==> config.mk <==
export PLATFORM = sky130hd
export DESIGN_NAME = hazard_control_unit_flat
export DESIGN_NICKNAME = d
export VERILOG_FILES = /design/src/rtl/hazard_pkg.sv /design/src/rtl/hazard_control_unit_if.sv /design/src/rtl/sat_counter.sv /design/src/rtl/hazard_control_unit.sv /design/src/flat_wrapper.sv
export SDC_FILE = /design/constraint.sdc
export NUM_CORES = 1
export LEC_CHECK = 0
export CAP_MARGIN = 40
export CORE_UTILIZATION = 41
export DETAILED_ROUTE_END_ITERATION = 16
export PLACE_DENSITY_LB_ADDON = 0.2
export SLEW_MARGIN = 15
export SYNTH_ARGS = -nofsm -noshare
export SYNTH_HDL_FRONTEND = slang
export SYNTH_SLANG_ARGS = --single-unit
==> constraint.sdc <==
create_clock -name clk -period 1.85 [get_ports clk]
set_clock_uncertainty 0.05 [all_clocks]
set_input_delay 0.2775 -clock clk [delete_from_list [all_inputs] [get_ports clk]]
set_output_delay 0.2775 -clock clk [all_outputs]
set_load 0.01 [all_outputs]
==> src/rtl/hazard_pkg.sv <==
// -----------------------------------------------------------------------------
// hazard_pkg
// Shared definitions for the pipeline hazard control unit:
//   state_e  - FSM encodings (RUN / MD_WAIT / MEM_WAIT; 2'b11 is illegal)
//   ctrl_t   - bundle of pipeline-register load enables, bubble (flush)
//              requests and the mul/div start pulse
//   CTRL_*   - canned control words for each hazard response
//   ZERO_REG - architectural x0, which never creates a data dependency
//   reg_hit  - helper: does a used source register match a destination
// -----------------------------------------------------------------------------
package hazard_pkg;

  typedef enum logic [1:0] {
    RUN      = 2'b00,
    MD_WAIT  = 2'b01,
    MEM_WAIT = 2'b10
  } state_e;

  // Bit order (MSB first): pc_write, if_id_write, id_ex_write, ex_mem_write,
  // if_id_flush, id_ex_flush, ex_mem_flush, mem_wb_flush, md_start.
  typedef struct packed {
    logic pc_write;
    logic if_id_write;
    logic id_ex_write;
    logic ex_mem_write;
    logic if_id_flush;
    logic id_ex_flush;
    logic ex_mem_flush;
    logic mem_wb_flush;
    logic md_start;
  } ctrl_t;

  // x0 is hard-wired to zero; a load "into" x0 never needs a stall.
  localparam logic [4:0] ZERO_REG = 5'd0;

  // Free-running pipeline: every register loads, no bubbles.
  localparam ctrl_t CTRL_RUN       = 9'b1111_0000_0;
  // Whole pipeline frozen while data memory is busy; MEM/WB gets a NOP so
  // the stalled access does not retire twice.
  localparam ctrl_t CTRL_MEM_HOLD  = 9'b0000_0001_0;
  // Front end frozen behind a multi-cycle op; EX/MEM receives NOPs until
  // the result is ready.
  localparam ctrl_t CTRL_MD_HOLD   = 9'b0001_0010_0;
  // Taken branch: squash the two wrong-path instructions, PC takes target.
  localparam ctrl_t CTRL_BRANCH    = 9'b1111_1100_0;
  // Load-use: hold IF/ID and PC one cycle, send a NOP into EX.
  localparam ctrl_t CTRL_LOAD_USE  = 9'b0011_0100_0;
  // Reset: nothing loads and every stage holds a bubble.
  localparam ctrl_t CTRL_RESET     = 9'b0000_1111_0;

  function automatic logic reg_hit(input logic [4:0] rd,
                                   input logic [4:0] rs,
                                   input logic       used);
    return used && (rd == rs);
  endfunction

endpackage

==> src/rtl/hazard_control_unit_if.sv <==
// -----------------------------------------------------------------------------
// hazard_control_unit_if
// Groups the pipeline status inputs and the control outputs of the hazard
// unit. Parameter CNT_W sizes the two performance counters.
//   master : the hazard control unit (reads status, drives controls)
//   slave  : the pipeline datapath (drives status, reads controls)
// -----------------------------------------------------------------------------
interface hazard_control_unit_if #(parameter int CNT_W = 16);

  // Pipeline status
  logic [4:0]       IF_ID_RS1;
  logic [4:0]       IF_ID_RS2;
  logic             ID_USES_RS1;
  logic             ID_USES_RS2;
  logic [4:0]       ID_EX_RD;
  logic             ID_EX_MemRead;
  logic             ID_EX_IsMD;
  logic             MD_DONE;
  logic             EX_BranchTaken;
  logic             MEM_Req;
  logic             MEM_Ready;

  // Controls
  logic             PC_Write;
  logic             IF_ID_Write;
  logic             ID_EX_Write;
  logic             EX_MEM_Write;
  logic             IF_ID_Flush;
  logic             ID_EX_Flush;
  logic             EX_MEM_Flush;
  logic             MEM_WB_Flush;
  logic             MD_START;
  logic [1:0]       STATE;
  logic [CNT_W-1:0] STALL_CNT;
  logic [CNT_W-1:0] FLUSH_CNT;

  modport master (
    input  IF_ID_RS1, IF_ID_RS2, ID_USES_RS1, ID_USES_RS2, ID_EX_RD,
           ID_EX_MemRead, ID_EX_IsMD, MD_DONE, EX_BranchTaken, MEM_Req,
           MEM_Ready,
    output PC_Write, IF_ID_Write, ID_EX_Write, EX_MEM_Write, IF_ID_Flush,
           ID_EX_Flush, EX_MEM_Flush, MEM_WB_Flush, MD_START, STATE,
           STALL_CNT, FLUSH_CNT
  );

  modport slave (
    output IF_ID_RS1, IF_ID_RS2, ID_USES_RS1, ID_USES_RS2, ID_EX_RD,
           ID_EX_MemRead, ID_EX_IsMD, MD_DONE, EX_BranchTaken, MEM_Req,
           MEM_Ready,
    input  PC_Write, IF_ID_Write, ID_EX_Write, EX_MEM_Write, IF_ID_Flush,
           ID_EX_Flush, EX_MEM_Flush, MEM_WB_Flush, MD_START, STATE,
           STALL_CNT, FLUSH_CNT
  );

endinterface

==> src/rtl/sat_counter.sv <==
// -----------------------------------------------------------------------------
// sat_counter
// Up-counter that sticks at all-ones instead of wrapping.
//   clk   : clock, counts on rising edge
//   rst_n : asynchronous active-low clear
//   inc   : count this cycle
//   count : current value
// -----------------------------------------------------------------------------
module sat_counter #(
  parameter int WIDTH = 16
) (
  input  logic             clk,
  input  logic             rst_n,
  input  logic             inc,
  output logic [WIDTH-1:0] count
);

  // NOTE: sequential state uses non-blocking (<=) so every flop samples
  // pre-edge values regardless of block evaluation order.
  always_ff @(posedge clk or negedge rst_n) begin
    if (!rst_n) begin
      count <= '0;
    end else if (inc && (count != '1)) begin
      count <= count + 1'b1;
    end
  end

endmodule

==> src/rtl/hazard_control_unit.sv <==
// -----------------------------------------------------------------------------
// hazard_control_unit
// Stall / flush controller for a 5-stage pipeline with a multi-cycle mul/div
// unit and a variable-latency data memory.
//   clk   : clock
//   rst_n : asynchronous active-low reset; while low, controls are forced to
//           the reset word (nothing loads, all stages flushed)
//   hz    : hazard_control_unit_if.master - pipeline status in, controls,
//           FSM state and stall/flush counters out
// Priority: memory wait > mul/div > taken branch > load-use.
// -----------------------------------------------------------------------------
module hazard_control_unit
  import hazard_pkg::*;
#(
  parameter int CNT_W = 16
) (
  input  logic                 clk,
  input  logic                 rst_n,
  hazard_control_unit_if.master hz
);

  state_e state;
  state_e state_nxt;
  logic   md_issued;
  logic   md_issued_nxt;
  ctrl_t  ctrl;
  ctrl_t  ctrl_out;
  logic   mem_stall;
  logic   load_use;

  assign mem_stall = hz.MEM_Req && !hz.MEM_Ready;

  assign load_use = hz.ID_EX_MemRead && (hz.ID_EX_RD != ZERO_REG) &&
                    (reg_hit(hz.ID_EX_RD, hz.IF_ID_RS1, hz.ID_USES_RS1) ||
                     reg_hit(hz.ID_EX_RD, hz.IF_ID_RS2, hz.ID_USES_RS2));

  always_ff @(posedge clk or negedge rst_n) begin
    if (!rst_n) begin
      state     <= RUN;
      md_issued <= 1'b0;
    end else begin
      state     <= state_nxt;
      md_issued <= md_issued_nxt;
    end
  end

  // NOTE: every signal written here gets a default first, so no path can
  // leave it unassigned and infer a latch.
  always_comb begin
    ctrl      = CTRL_RUN;
    state_nxt = state;

    if (mem_stall) begin
      ctrl      = CTRL_MEM_HOLD;
      state_nxt = MEM_WAIT;
    end else begin
      case (state)
        // The memory-release cycle is no longer frozen, so it resolves the
        // held lower-priority hazards exactly like RUN does.
        RUN, MEM_WAIT: begin
          state_nxt = RUN;
          if (hz.ID_EX_IsMD && !md_issued) begin
            ctrl          = CTRL_MD_HOLD;
            ctrl.md_start = 1'b1;
            if (hz.MD_DONE) begin
              // Result already available: release in the start cycle.
              ctrl          = CTRL_RUN;
              ctrl.md_start = 1'b1;
            end else begin
              state_nxt = MD_WAIT;
            end
          end else if (hz.EX_BranchTaken) begin
            ctrl = CTRL_BRANCH;
          end else if (load_use) begin
            ctrl = CTRL_LOAD_USE;
          end
        end
        MD_WAIT: begin
          if (hz.MD_DONE) begin
            state_nxt = RUN;
          end else begin
            ctrl = CTRL_MD_HOLD;
          end
        end
        default: begin
          state_nxt = RUN;
        end
      endcase
    end
  end

  // The op in EX is "issued" from its start pulse until ID/EX reloads with
  // a new instruction; that blocks a second start for the same op.
  always_comb begin
    md_issued_nxt = md_issued;
    if (ctrl.id_ex_write) begin
      md_issued_nxt = 1'b0;
    end else if (ctrl.md_start) begin
      md_issued_nxt = 1'b1;
    end
  end

  // Reset overrides the controls combinationally so the pipeline is safe
  // even before the first clock edge.
  assign ctrl_out = rst_n ? ctrl : CTRL_RESET;

  assign hz.PC_Write     = ctrl_out.pc_write;
  assign hz.IF_ID_Write  = ctrl_out.if_id_write;
  assign hz.ID_EX_Write  = ctrl_out.id_ex_write;
  assign hz.EX_MEM_Write = ctrl_out.ex_mem_write;
  assign hz.IF_ID_Flush  = ctrl_out.if_id_flush;
  assign hz.ID_EX_Flush  = ctrl_out.id_ex_flush;
  assign hz.EX_MEM_Flush = ctrl_out.ex_mem_flush;
  assign hz.MEM_WB_Flush = ctrl_out.mem_wb_flush;
  assign hz.MD_START     = ctrl_out.md_start;
  assign hz.STATE        = state;

  sat_counter #(.WIDTH(CNT_W)) u_stall_cnt (
    .clk   (clk),
    .rst_n (rst_n),
    .inc   (rst_n && !ctrl_out.pc_write),
    .count (hz.STALL_CNT)
  );

  sat_counter #(.WIDTH(CNT_W)) u_flush_cnt (
    .clk   (clk),
    .rst_n (rst_n),
    .inc   (ctrl_out.if_id_flush || ctrl_out.id_ex_flush),
    .count (hz.FLUSH_CNT)
  );

endmodule

==> src/flat_wrapper.sv <==
// flat-port wrapper written by rule: the top's interface ports become plain ports
module hazard_control_unit_flat import hazard_pkg::*;
#(
  parameter int CNT_W = 16
)
  (clk, rst_n, hz_IF_ID_RS1, hz_IF_ID_RS2, hz_ID_USES_RS1, hz_ID_USES_RS2, hz_ID_EX_RD, hz_ID_EX_MemRead, hz_ID_EX_IsMD, hz_MD_DONE, hz_EX_BranchTaken, hz_MEM_Req, hz_MEM_Ready, hz_PC_Write, hz_IF_ID_Write, hz_ID_EX_Write, hz_EX_MEM_Write, hz_IF_ID_Flush, hz_ID_EX_Flush, hz_EX_MEM_Flush, hz_MEM_WB_Flush, hz_MD_START, hz_STATE, hz_STALL_CNT, hz_FLUSH_CNT);
  hazard_control_unit_if #(.CNT_W(CNT_W)) hz_i ();
  input  logic clk;
  input  logic rst_n;
  input wire logic [$bits(hz_i.IF_ID_RS1)-1:0] hz_IF_ID_RS1;
  input wire logic [$bits(hz_i.IF_ID_RS2)-1:0] hz_IF_ID_RS2;
  input wire logic [$bits(hz_i.ID_USES_RS1)-1:0] hz_ID_USES_RS1;
  input wire logic [$bits(hz_i.ID_USES_RS2)-1:0] hz_ID_USES_RS2;
  input wire logic [$bits(hz_i.ID_EX_RD)-1:0] hz_ID_EX_RD;
  input wire logic [$bits(hz_i.ID_EX_MemRead)-1:0] hz_ID_EX_MemRead;
  input wire logic [$bits(hz_i.ID_EX_IsMD)-1:0] hz_ID_EX_IsMD;
  input wire logic [$bits(hz_i.MD_DONE)-1:0] hz_MD_DONE;
  input wire logic [$bits(hz_i.EX_BranchTaken)-1:0] hz_EX_BranchTaken;
  input wire logic [$bits(hz_i.MEM_Req)-1:0] hz_MEM_Req;
  input wire logic [$bits(hz_i.MEM_Ready)-1:0] hz_MEM_Ready;
  output wire logic [$bits(hz_i.PC_Write)-1:0] hz_PC_Write;
  output wire logic [$bits(hz_i.IF_ID_Write)-1:0] hz_IF_ID_Write;
  output wire logic [$bits(hz_i.ID_EX_Write)-1:0] hz_ID_EX_Write;
  output wire logic [$bits(hz_i.EX_MEM_Write)-1:0] hz_EX_MEM_Write;
  output wire logic [$bits(hz_i.IF_ID_Flush)-1:0] hz_IF_ID_Flush;
  output wire logic [$bits(hz_i.ID_EX_Flush)-1:0] hz_ID_EX_Flush;
  output wire logic [$bits(hz_i.EX_MEM_Flush)-1:0] hz_EX_MEM_Flush;
  output wire logic [$bits(hz_i.MEM_WB_Flush)-1:0] hz_MEM_WB_Flush;
  output wire logic [$bits(hz_i.MD_START)-1:0] hz_MD_START;
  output wire logic [$bits(hz_i.STATE)-1:0] hz_STATE;
  output wire logic [$bits(hz_i.STALL_CNT)-1:0] hz_STALL_CNT;
  output wire logic [$bits(hz_i.FLUSH_CNT)-1:0] hz_FLUSH_CNT;
  assign hz_i.IF_ID_RS1 = hz_IF_ID_RS1;
  assign hz_i.IF_ID_RS2 = hz_IF_ID_RS2;
  assign hz_i.ID_USES_RS1 = hz_ID_USES_RS1;
  assign hz_i.ID_USES_RS2 = hz_ID_USES_RS2;
  assign hz_i.ID_EX_RD = hz_ID_EX_RD;
  assign hz_i.ID_EX_MemRead = hz_ID_EX_MemRead;
  assign hz_i.ID_EX_IsMD = hz_ID_EX_IsMD;
  assign hz_i.MD_DONE = hz_MD_DONE;
  assign hz_i.EX_BranchTaken = hz_EX_BranchTaken;
  assign hz_i.MEM_Req = hz_MEM_Req;
  assign hz_i.MEM_Ready = hz_MEM_Ready;
  assign hz_PC_Write = hz_i.PC_Write;
  assign hz_IF_ID_Write = hz_i.IF_ID_Write;
  assign hz_ID_EX_Write = hz_i.ID_EX_Write;
  assign hz_EX_MEM_Write = hz_i.EX_MEM_Write;
  assign hz_IF_ID_Flush = hz_i.IF_ID_Flush;
  assign hz_ID_EX_Flush = hz_i.ID_EX_Flush;
  assign hz_EX_MEM_Flush = hz_i.EX_MEM_Flush;
  assign hz_MEM_WB_Flush = hz_i.MEM_WB_Flush;
  assign hz_MD_START = hz_i.MD_START;
  assign hz_STATE = hz_i.STATE;
  assign hz_STALL_CNT = hz_i.STALL_CNT;
  assign hz_FLUSH_CNT = hz_i.FLUSH_CNT;
  hazard_control_unit #(.CNT_W(CNT_W)) u_core (.clk(clk), .rst_n(rst_n), .hz(hz_i));
endmodule
# After elaboration in Yosys (flattened, before gate mapping)
# Index checks and enable logic that the tools add are counted.
word_totals:
  register_bits: 35
  latchBits: 0
  rom_bits: 0
  n_memories: 0
  out_inout_bits: 43
  ram_bits: 0
classes:
  mul: 0
  n_eq_ne: 7
  mux: 15
  bitwise: 0
  n_reduce_logical: 18
  shift: 0
  add_sub_neg: 2
  div: 0
  n_lt_le_gt_ge: 0
ops:
  columns: ["operator", "n"]
  rows:
  - ["9-bit 2-to-1 mux", 7]
  - ["16-bit by 1-bit adder with 16-bit output, second input constant", 2]
  - ["16-bit inequality test, second input constant", 2]
  - ["9-bit case mux with 2 select lines", 1]
  - ["5-bit == test", 2]
  - ["1-bit logical AND", 9]
  - ["2-bit 2-to-1 mux", 3]
  - ["5-bit nonzero test", 1]
  - ["2-bit case mux with 2 select lines", 1]
  - ["1-bit zero test", 3]
  - ["1-bit 2-to-1 mux", 3]
  - ["3-bit by 2-bit inequality test with 1-bit output, second input constant", 1]
  - ["2-bit by 1-bit == test with 1-bit output, second input constant", 1]
  - ["2-bit == test, second input constant", 1]
  - ["2-bit zero test", 1]
  - ["1-bit logical OR", 2]
  - ["2-bit nonzero test", 1]
  - ["2-bit OR reduction", 1]

# Longest topological paths before layout
# Gate-level depths: netlist of the first run.
logic_depth:
  word_depth: 13
  mapped_depth: 8
  depth_no_buf: 7

# Cells and area by module
# Synthesis of the first run repeated with hierarchy kept, for this count alone.
hier_totals:
  cells_unflattened: 190
  area_unflattened_um2: 2084.5
by_module_without_submodules:
  columns: ["mod", "cells_each", "area_per_inst_um2", "instances"]
  rows:
  - ["sat_counter", 72, 859.6, 2]
  - ["hazard_control_unit", 46, 365.4, 1]

# Worst setup path before layout of the first run
# OpenSTA, ideal clock, no wires.
synth_path:
  path_type: "register -> output"
  start: "register u_core.state[0] (netlist: u_core.hz.STATE[0])"
  end: "output hz_PC_Write"
  n_path_buf: 1
  path_slack_ps: -229
  required_ps: 1522
  arrival_ps: 1752
  stages_incl_launch_ff: 6
  path_cell_list: "dfrtp_1 -> and2b_1 -> o21bai_1 -> nor2b_1 -> a21boi_0 -> buf_4"
synth_via:
  elab_chain_cells: 5
synth_rtl:
  columns: ["item", "line", "source"]
  rows:
  - ["start: declaration", "hazard_control_unit.sv:22", "state_e state;"]
  - ["start signal: assignment", "hazard_control_unit.sv:42", "state <= state_nxt;"]
  - ["2-bit == test / 2-bit zero test (equally long branches)", "hazard_control_unit.sv:57", "case (state)"]
  - ["2-bit OR reduction", "hazard_control_unit.sv:57", null]
  - ["9-bit case mux with 2 select lines (*)", "hazard_control_unit.sv:57", null]
  - ["9-bit 2-to-1 mux (*)", "hazard_control_unit.sv:53", "if (mem_stall) begin"]
  - ["9-bit 2-to-1 mux (*)", "hazard_control_unit.sv:105", "assign ctrl_out = rst_n ? ctrl : CTRL_RESET;"]
  - ["end: declaration", "flat_wrapper.sv:21", "output wire logic [$bits(hz_i.PC_Write)-1:0] hz_PC_Write;"]
# Mark *: on every way between the ends. The rest lies on a longest branch, timed or not.

# Worst setup path after layout of the first run
layout_path:
  start: "register u_core.state[0] (netlist: u_core.hz.STATE[0])"
  end: "register u_core.u_stall_cnt.count[12]"
layout_via:
  elab_chain_cells: 8
layout_rtl:
  columns: ["item", "line", "source"]
  rows:
  - ["2-bit == test / 2-bit zero test (equally long branches)", "hazard_control_unit.sv:57", null]
  - ["2-bit OR reduction", "hazard_control_unit.sv:57", null]
  - ["9-bit case mux with 2 select lines (*)", "hazard_control_unit.sv:57", null]
  - ["9-bit 2-to-1 mux (*)", "hazard_control_unit.sv:53", null]
  - ["9-bit 2-to-1 mux (*)", "hazard_control_unit.sv:105", null]
  - ["1-bit zero test (*)", "hazard_control_unit.sv:121", ".inc (rst_n && !ctrl_out.pc_write),"]
  - ["1-bit logical AND (*)", "hazard_control_unit.sv:121", null]
  - ["1-bit logical AND (*)", "sat_counter.sv:23", "end else if (inc && (count != '1)) begin"]
  - ["end signal: assignment", "sat_counter.sv:24", "count <= count + 1'b1;"]
  - ["end: declaration", "sat_counter.sv:15", "output logic [WIDTH-1:0] count"]
# Marks and branches as above.
# A chain may end at the register's enable or synchronous reset.

==> results of run 1 <==
==> worst max-delay path: cells and delay by family, from the launching register on <==
family                 cells  cell delay (ns)
XOR/XNOR                   1             0.19
buffers and inverters      3             0.40
flip-flops                 1             0.45
AO/OA/AOI/OAI              2             0.38
AND/OR/NAND/NOR            2             0.53
==> final cells by class <==
type                            instances  area [µm²]  share of cell area
Clock buffer                            6        82.6              0.0215
Clock inverter                          2        35.0             0.00911
Inverter                                9        33.8             0.00879
Multi-Input combinational cell        147        1460               0.380
Sequential cell                        35         882               0.229
Tap cell                               67        83.8              0.0218
Timing Repair Buffer                  144        1270               0.330
==> power by group <==
part	switching (mW)	leakage [nW]	internal (mW)	total, mW
logic	0.995	1.32	1.13	2.12
clock network	0.279	0.0612	0.436	0.715
registers	0.164	0.416	0.999	1.16
total	1.44	1.79	2.56	4.00
==> Yosys cell counts, drive strengths merged, types with 3 or more instances <==
cell type  count
nand3          8
nand2         21
nor4           9
nand4          6
buf            4
xor2          26
nor2          15
a21oi          4
nor2b          3
inv            9
xnor2         13
nor3          13
dfrtp         35
o21ai          3
==> cells by family (layout without fill, tap and decap cells) <==
group	after synthesis	after routing
simple gates	88	88
xor+xnor	39	39
flops	35	35
compound gates	15	15
buf+inv	13	161
mux	3	3
fa+ha+maj	2	2
==> per-layer routing <==
layer  global-route usage  part of all wire  vias up
li1                     -                 -      967
met3               0.0514             0.025        8
met1                0.302              0.41      993
met2                0.441              0.55       32
met4               0.0632             0.013        0
met5                    0                 0        -
==> state kept, by name (all words and copies together), names as in the netlist <==
register / cells
u_core.hz.STATE: 2
u_core.md_issued: 1
u_core.u_flush_cnt.count: 16
u_core.u_stall_cnt.count: 16
==> stage by stage <==
stage          TNS (ns)  power, mW  hold WS (ns)  utilization  setup WS, ns
2_1_floorplan    -0.609       1.96       -0.0681            -       -0.0714
3_3_place_gp     -20.53       3.03         0.254        0.702        -0.767
3_5_place_dp     -21.30       3.08         0.256        0.702        -0.807
4_1_cts           -2.45       3.97         0.461        0.800        -0.170
5_1_grt           -5.43       4.22        0.0679        0.808        -0.280
6_report          -3.37       4.00        0.0153        0.808        -0.222
==> how the worst min path moves through the flow <==
stage                                                  start                                       end  slack [ns]  depth (start not counted)
CTS                 u_core.u_flush_cnt.count[15]$_DFFE_PN0P_  u_core.u_flush_cnt.count[15]$_DFFE_PN0P_        0.46                          1
global placement                                       rst_n  u_core.u_flush_cnt.count[13]$_DFFE_PN0P_        0.25                          2
detailed placement                                     rst_n  u_core.u_flush_cnt.count[15]$_DFFE_PN0P_        0.26                          2
floorplan                                              rst_n            u_core.hz.STATE[0]$_DFFE_PN0P_       -0.07                          0
finish                                                 rst_n   u_core.u_stall_cnt.count[9]$_DFFE_PN0P_        0.02                          2
global route                                           rst_n   u_core.u_stall_cnt.count[8]$_DFFE_PN0P_        0.07                          2
==> what timing repair did <==
item / CTS / global route
hold buffers: 1 / 1
setup buffers: 10 / 3
pin swaps: 53 / 11
hold endpoints to repair: 17 / 11
endpoints found under the setup margin: 41 / 38
gates resized for setup: 109 / 12
gates cloned: 1 / 0
==> flow_metrics.py, run 1 <==
metrics = {
    "worst_setup_path": {
        "critPathMaxStageDelay_ns": 0.45,
        "crit_type": "reg2reg",
        "rr_endpoint": "u_core.u_stall_cnt.count[12]$_DFFE_PN0P_",
        "r2r_setup_slack_ns": -0.22,
        "cp-start-kind": "flip-flop",
        "crit_top_cell": "buf_6",
        "crit_path_end": "u_core.u_stall_cnt.count[12]$_DFFE_PN0P_",
        "critPathLaunch": "u_core.hz.STATE[0]$_DFFE_PN0P_",
        "rr_startpoint": "u_core.hz.STATE[0]$_DFFE_PN0P_",
        "arrival_ns": 2.23,
        "crit_chain": "buf_6 > or3_4 > a2111oi_4 > a21oi_4 > buf_4 > buf_6 > nor4_4 > xor2_1",
        "r2r.worst_path.cells": 8,
        "crit_path_end_kind": "flip-flop",
        "crit_fanout": 4,
        "critical_path_required_ns": 2.01,
        "cp_slowest_cell": "dfrtp_2",
    },
    "detailed_routing": {
        "drc": 0,
        "drt_iter0_markers": 89,
        "wl_per_cell_um": 14.9,
        "dr.pass1.iters": 4,
        "wl_um": 6090,
        "via_per_inst": 4.88,
        "ant_nets": 0,
        "via_count": 2000,
    },
    "cells_and_area": {
        "drive_above_1_share": 0.464,
        "final_cell_mix": "buf_4, clkdlybuf4s50_1, dfrtp_1",
        "layout_commonest_cell": "buf_4",
        "syn2layout_area_growth_pct": 89.0,
        "filler_cell_count": 282,
        "n_antenna_cell": 0,
        "final_area_um2": 3840,
        "fin_nets": 369,
        "stdcell_count": 410,
    },
    "global_routing": {
        "gr-total-overflow": 0,
        "antenna_found_initial": 0,
        "grt_pass1_wl_um": 9890,
        "grt_max_degree": 25,
        "grt.total_usage": 0.247,
        "grt_pass1_vias": 2134,
    },
    "sta": {
        "fin_crit_sh": 1.12,
        "clock.fmax_mhz": 483,
        "slew-limit-headroom": 0.606,
        "drv_slew": 0,
        "rsz0062_at_grt": "yes",
        "setup_ws_ns": -0.222,
        "hold_viol": 0,
        "setup_viol": 35,
        "tightest_slew_ns": 0.590,
        "fin_crit_ns": 2.07,
    },
    "yosys": {
        "synth_seq_cells": 35,
        "synth_top_family_by_area": "simple AND/OR/NAND/NOR gates",
        "ys_types": 46,
        "postSynthCellCount": 195,
        "syn_area_um2": 2030,
        "ys.flop_type": "dfrtp_1",
        "synth_mux_area_frac": 0.0160,
        "yosysSeqAreaShare": 0.431,
        "synth_compound_area_frac": 0.0782,
        "syn_nets": 222,
        "avgSynthCellArea_um2": 10.4,
        "synth_top_cell_by_area": "dfrtp_1",
        "synthSimpleGateAreaFrac": 0.262,
        "yosysWarnings": 0,
        "synth-xor-area-share": 0.168,
        "yosysTopAreaCellShare": 0.431,
        "synth-edff-count": 0,
        "async_flop_share": 1.00,
        "synth.area.top_cells": "dfrtp_1, xor2_1, xnor2_1",
        "synthAdderAreaFrac": 0.0123,
    },
    "clock_tree": {
        "clk_pin_slew_ns": 0.07,
        "cts_root_buf": "clkbuf_8",
        "cts_tree": "done",
        "insertion_delay_ns": 0.29,
        "cts-buffers-inserted": 5,
        "clockBufferDepth": 2,
        "cts_sinks": 35,
        "htree_levels": 2,
    },
    "power": {
        "power_per_cell_area_nw_per_um2": 1040,
        "p_leak_nw": 1.79,
        "ir_drop_mv": 0.786,
    },
    "die": {
        "row_count": 25,
        "dieHeight_um": 72.4,
        "start_util": 0.428,
        "fp.dieW_um": 72.4,
        "core_um2": 4750,
        "fp.dieArea_um2": 5240,
        "io_pins": 68,
    },
    "outcome": {
        "status": "complete, but fails checks",
        "violations": "negative setup slack",
    },
    "placed_design": {
        "place_area_um2": 3340,
        "io_buffer_count": 67,
        "dp_hpwl_um": 4180,
        "dp.cells": 388,
        "gp_congestion": 0.845,
    },
    "flow_run": {
        "maxCapViolations": 0,
    },
    "min_path": {
        "hp-class": "in2async",
    },
}
Power figures use the tool's default switching activity.
==> inputs of run 2 (changes only) <==
--- a/config.mk
+++ b/config.mk
@@ -8,7 +8,7 @@
 export CAP_MARGIN = 40
 export CORE_UTILIZATION = 41
 export DETAILED_ROUTE_END_ITERATION = 16
-export PLACE_DENSITY_LB_ADDON = 0.2
+export PLACE_DENSITY = 0.85
 export SLEW_MARGIN = 15
 export SYNTH_ARGS = -nofsm -noshare
 export SYNTH_HDL_FRONTEND = slang
==> run 2 against run 1 <==
The flow still finishes with violations (negative setup slack). Clock power is 20% lower. Power shrank 2.6%. Utilization shrank 0.24 points. Sequential power about the same. Die area stayed put. Worst setup slack worse by 0.14 ns. First-iteration DRC count is 80% higher. Cell count unchanged. Critical path depth down 1. Critical path type unchanged. Non-clock buffer count shrank 1. Critical endpoint is now u_core.u_stall_cnt.count[13]$_DFFE_PN0P_.
==> flow_metrics.py, run 2 (same netlist as run 1, synthesis figures left out) <==
metrics = {
    "sta": {
        "rsz0062_at_grt": "yes",
        "slew-limit-headroom": 0.621,
        "tightest_slew_ns": 0.566,
        "setup_ws_ns": -0.365,
        "hold_viol": 0,
        "drv_slew": 0,
        "setup-tns-final_ns": -8.64,
        "setup_viol": 37,
        "whs_ns": 0.0251,
        "clock.fmax_mhz": 452,
        "fin_crit_sh": 1.20,
        "fin_crit_ns": 2.21,
    },
    "global_routing": {
        "gr-total-overflow": 0,
        "grt.total_usage": 0.267,
        "grt_max_degree": 29,
        "antenna_found_initial": 0,
        "grt_pass1_vias": 2132,
        "grt_pass1_wl_um": 10600,
    },
    "worst_setup_path": {
        "critPathLaunch": "u_core.hz.STATE[0]$_DFFE_PN0P_",
        "crit_path_end": "u_core.u_stall_cnt.count[13]$_DFFE_PN0P_",
        "crit_chain": "buf_6 > or3_4 > a2111oi_4 > buf_4 > a21oi_4 > nor4_4 > xor2_1",
        "worst-path-stages": 7,
        "arrival_ns": 2.37,
        "r2r.worst_path.cells": 7,
        "crit_fanout": 5,
        "crit_type": "reg2reg",
        "r2r_setup_slack_ns": -0.36,
        "critical_path_required_ns": 2.01,
        "crit_family": "simple AND/OR/NAND/NOR gates",
        "cp-start-kind": "flip-flop",
        "cp_slowest_cell": "dfrtp_2",
        "worst-path-buf-inv": 2,
        "rr_startpoint": "u_core.hz.STATE[0]$_DFFE_PN0P_",
        "critPathMaxStageDelay_ns": 0.46,
        "rr_endpoint": "u_core.u_stall_cnt.count[13]$_DFFE_PN0P_",
        "crit_path_end_kind": "flip-flop",
    },
    "cells_and_area": {
        "filler_cell_count": 269,
        "n_antenna_cell": 0,
        "fin_nets": 369,
        "syn2layout_area_growth_pct": 88.5,
        "final_area_um2": 3830,
        "drive_above_1_share": 0.466,
        "fin_util": 0.806,
        "layout_commonest_cell": "buf_4",
        "final_cell_mix": "buf_4, clkdlybuf4s50_1, dfrtp_1",
    },
    "die": {
        "fp.dieArea_um2": 5240,
        "dieHeight_um": 72.4,
        "io_pins": 68,
        "core_um2": 4750,
        "row_count": 25,
        "fp.dieW_um": 72.4,
        "start_util": 0.428,
    },
    "detailed_routing": {
        "drt_iter0_markers": 160,
        "dr.pass1.iters": 4,
        "drc": 0,
        "wl_um": 7550,
        "via_count": 2224,
        "via_per_inst": 5.42,
        "ant_nets": 0,
        "wl_per_cell_um": 18.4,
    },
    "outcome": {
        "violations": "negative setup slack",
        "status": "complete, but fails checks",
    },
    "power": {
        "power_mw": 3.90,
        "power_per_cell_area_nw_per_um2": 1020,
        "ir_drop_mv": 0.936,
        "p_leak_nw": 1.76,
    },
    "clock_tree": {
        "cts_sinks": 35,
        "insertion_delay_ns": 0.30,
        "cts-buffers-inserted": 5,
        "htree_levels": 2,
        "clockBufferDepth": 2,
        "cts_tree": "done",
        "clk_pin_slew_ns": 0.09,
        "cts_root_buf": "clkbuf_8",
    },
    "placed_design": {
        "io_buffer_count": 67,
        "place_area_um2": 3300,
        "gp_congestion": 0.842,
        "dp_hpwl_um": 4100,
    },
    "flow_run": {
        "maxCapViolations": 0,
    },
    "min_path": {
        "hp-class": "in2async",
    },
}
[run 2: final cells by class]
cell class                 instances  area [µm²]  share of cell area
multi-input combinational        148        1470               0.383
timing repair buffer             143        1280               0.333
sequential                        35         882               0.230
tap                               67        83.8              0.0219
clock buffer                       5        68.8              0.0180
inverter                           9        33.8             0.00881
clock inverter                     3        20.0             0.00522
[run 2: layer usage]
| layer | vias up | track usage | share of wire |
|---|---|---|---|
| li1 | 969 | - | - |
| met1 | 1098 | 0.324 | 0.38 |
| met2 | 128 | 0.458 | 0.52 |
| met3 | 29 | 0.0528 | 0.061 |
| met4 | 0 | 0.120 | 0.032 |
| met5 | - | 0 | 0 |
[run 2: how the worst min path moves through the flow]
| stage | startpoint | end | cells past startpoint |
|---|---|---|---|
| 3_3_place_gp | rst_n | u_core.hz.STATE[0]$_DFFE_PN0P_ | 1 |
| 6_report | rst_n | u_core.u_stall_cnt.count[12]$_DFFE_PN0P_ | 2 |
| 2_1_floorplan | rst_n | u_core.hz.STATE[0]$_DFFE_PN0P_ | 0 |
| 3_5_place_dp | rst_n | u_core.hz.STATE[0]$_DFFE_PN0P_ | 1 |
| 4_1_cts | rst_n | u_core.u_stall_cnt.count[12]$_DFFE_PN0P_ | 2 |
| 5_1_grt | rst_n | u_core.u_stall_cnt.count[13]$_DFFE_PN0P_ | 2 |
[run 2: report_power, final]
| part | switching [mW] | internal, mW | leakage [nW] | total [mW] |
|---|---|---|---|---|
| sequential | 0.169 | 0.998 | 0.416 | 1.17 |
| clock | 0.312 | 0.262 | 0.0402 | 0.574 |
| combinational | 1.03 | 1.13 | 1.31 | 2.16 |
| total | 1.51 | 2.39 | 1.76 | 3.90 |
[run 2: through the flow]
stage	setup slack (ns)	cells
finish	-0.365	410
global route	-0.409	410
CTS	-0.216	401
detailed placement	-0.831	381
global placement	-0.774	381
floorplan	-0.0714	195
[run 2: timing repair]
| action | in CTS | in global routing |
|---|---|---|
| endpoints found under the hold margin | 7 | 0 |
| gates cloned | 1 | 0 |
| pin swaps | 46 | 13 |
| hold buffers | 1 | 0 |
| setup buffers | 11 | 9 |
| gates resized for setup | 103 | 20 |
| setup endpoints to repair | 41 | 39 |
==> inputs of run 3 (changes only) <==
==> constraint.sdc (replaced) <==
create_clock -name clk -period 1.85 [get_ports clk]
set_clock_uncertainty 0.05 [all_clocks]
set_input_delay 0.185 -clock clk [delete_from_list [all_inputs] [get_ports clk]]
set_output_delay 0.185 -clock clk [all_outputs]
set_load 0.01 [all_outputs]
==> run 3 against run 2 <==
The flow still finishes with violations (negative setup slack). Worst setup slack improved by 0.042 ns. Register-to-register slack improved by 0.04 ns. Fmax rose by 2.0%. Combinational power rose by 3%. Cell area rose by 0.75%. Critical path type unchanged. Die area did not move. Critical path depth did not move. Via count fell by 1.8%. Sequential share of layout area fell by 0.14 points. Flip-flop and latch count did not move.
==> flow_metrics.py, run 3 (same netlist as run 1, synthesis figures left out) <==
metrics = {
    "outcome": {
        "status": "complete, but fails checks",
        "violations": "negative setup slack",
    },
    "cells_and_area": {
        "fin_util": 0.812,
        "drive_above_1_share": 0.474,
        "syn2layout_area_growth_pct": 89.9,
        "final_cell_mix": "buf_4, clkdlybuf4s50_1, dfrtp_1",
        "multi_input_area_um2": 1450,
        "layout_commonest_cell": "buf_4",
        "filler_cell_count": 268,
        "fin_nets": 374,
        "final_area_um2": 3860,
        "stdcell_count": 415,
        "n_antenna_cell": 0,
        "ff_latch_area_um2": 883,
    },
    "die": {
        "dieHeight_um": 72.4,
        "io_pins": 68,
        "row_count": 25,
        "core_um2": 4750,
        "fp.dieW_um": 72.4,
        "fp.dieArea_um2": 5240,
        "start_util": 0.428,
    },
    "placed_design": {
        "dp_hpwl_um": 4270,
        "dp.cells": 382,
        "place_area_um2": 3230,
        "io_buffer_count": 67,
        "gp_congestion": 0.898,
    },
    "sta": {
        "clock.fmax_mhz": 460,
        "setup_viol": 34,
        "rsz0062_at_grt": "yes",
        "hold_viol": 0,
        "fin_crit_ns": 2.17,
        "fin_crit_sh": 1.17,
        "setup-tns-final_ns": -6.73,
        "tightest_slew_ns": 0.411,
        "slew-limit-headroom": 0.724,
        "drv_slew": 0,
        "setup_ws_ns": -0.322,
    },
    "power": {
        "p_leak_nw": 1.85,
        "power_per_cell_area_nw_per_um2": 1020,
        "switching_power_mw": 1.51,
        "ir_drop_mv": 0.832,
        "sw_frac_of_total": 0.383,
        "seqPwrFrac": 0.299,
        "combinationalPowerShare": 0.564,
        "p_int_mw": 2.43,
        "p_clk_frac": 0.137,
    },
    "global_routing": {
        "use_met1": 0.300,
        "met2_usage": 0.507,
        "grt.total_usage": 0.269,
        "antenna_found_initial": 0,
        "gr-total-overflow": 0,
        "grt_pass1_wl_um": 10600,
        "grt_max_degree": 27,
        "globalRouteMet3Util": 0.0458,
        "top_usage_layer": "met2",
        "grt_pass1_vias": 2238,
    },
    "min_path": {
        "hp-class": "in2reg",
        "holdPathEnd": "u_core.u_flush_cnt.count[12]$_DFFE_PN0P_",
        "hold_depth": 4,
        "min_from": "rst_n",
    },
    "detailed_routing": {
        "drt_iter0_markers": 129,
        "via_per_inst": 5.26,
        "via_count": 2184,
        "wl_per_cell_um": 18.1,
        "drc": 0,
        "wl_um": 7510,
        "dr.pass1.iters": 4,
        "ant_nets": 0,
    },
    "worst_setup_path": {
        "r2r_setup_slack_ns": -0.32,
        "rr_startpoint": "u_core.hz.STATE[0]$_DFFE_PN0P_",
        "arrival_ns": 2.33,
        "crit_type": "reg2reg",
        "r2r.worst_path.cells": 7,
        "crit_fanout": 5,
        "critical_path_required_ns": 2.00,
        "crit_path_end_kind": "flip-flop",
        "rr_endpoint": "u_core.u_stall_cnt.count[11]$_DFFE_PN0P_",
        "cp-start-kind": "flip-flop",
    },
    "clock_tree": {
        "clockBufferDepth": 2,
        "insertion_delay_ns": 0.29,
        "cts_tree": "done",
        "htree_levels": 2,
        "cts_sinks": 35,
        "clk_pin_slew_ns": 0.07,
        "cts_root_buf": "clkbuf_8",
        "cts-buffers-inserted": 5,
    },
    "flow_run": {
        "maxCapViolations": 0,
    },
}
-- run 3: power by group through the flow --
stage | Clock [mW] | Sequential [mW] | Combinational, mW
finish | 0.541 | 1.18 | 2.22
CTS | 0.558 | 1.16 | 2.04
detailed placement | 0 | 1.16 | 1.83
floorplan | 0 | 1.38 | 0.513
global placement | 0 | 1.15 | 1.78
global route | 0.590 | 1.20 | 2.35
-- run 3: repair_timing --
action                     in CTS  in global routing
pin swaps                      39                 29
cloned                          1                  0
setup endpoints to repair      41                 39
resized for setup              85                 41
hold buffers                    2                  0
buffers inserted               16                  9
hold endpoints to repair        9                  0
-- run 3: layout make-up --
type,instances,area share
Sequential cell,35,0.229
Multi-Input combinational cell,148,0.375
Clock inverter,3,0.00389
Tap cell,67,0.0217
Inverter,9,0.00875
Clock buffer,5,0.0178
Timing Repair Buffer,148,0.344
-- run 3: worst max-delay path: stages, from the launching register on --
cell and delay, ns:
dfrtp_2 0.44, buf_6 0.12, or3_4 0.40, a2111oi_4 0.27, buf_4 0.19, a21oi_4 0.09
nor4_2 0.32, xor2_1 0.20
-- run 3: worst max path at each step --
stage / startpoint / endpoint / cells past startpoint
floorplan: u_core.u_stall_cnt.count[7]$_DFFE_PN0P_ / u_core.u_stall_cnt.count[1]$_DFFE_PN0P_ / 6
global placement: hz_ID_EX_RD[4] / hz_ID_EX_Flush / 8
detailed placement: hz_ID_EX_RD[2] / hz_ID_EX_Flush / 8
CTS: u_core.hz.STATE[0]$_DFFE_PN0P_ / u_core.u_stall_cnt.count[5]$_DFFE_PN0P_ / 8
global route: u_core.hz.STATE[0]$_DFFE_PN0P_ / u_core.u_stall_cnt.count[11]$_DFFE_PN0P_ / 7
finish: u_core.hz.STATE[0]$_DFFE_PN0P_ / u_core.u_stall_cnt.count[11]$_DFFE_PN0P_ / 7
-- run 3: metal layers --
layer,up-vias,share of wire
met1,1093,0.37
met5,-,0
li1,977,-
met3,27,0.040
met2,87,0.56
met4,0,0.035
-- run 3: per-stage QoR --
step	hold slack, ns	power, mW	setup slack [ns]
4_1_cts	0.279	3.76	-0.234
5_1_grt	0.349	4.14	-0.416
2_1_floorplan	-0.161	1.89	-0.0530
3_5_place_dp	-0.00918	3.00	-0.739
3_3_place_gp	-0.0144	2.93	-0.602
6_report	0.309	3.94	-0.322
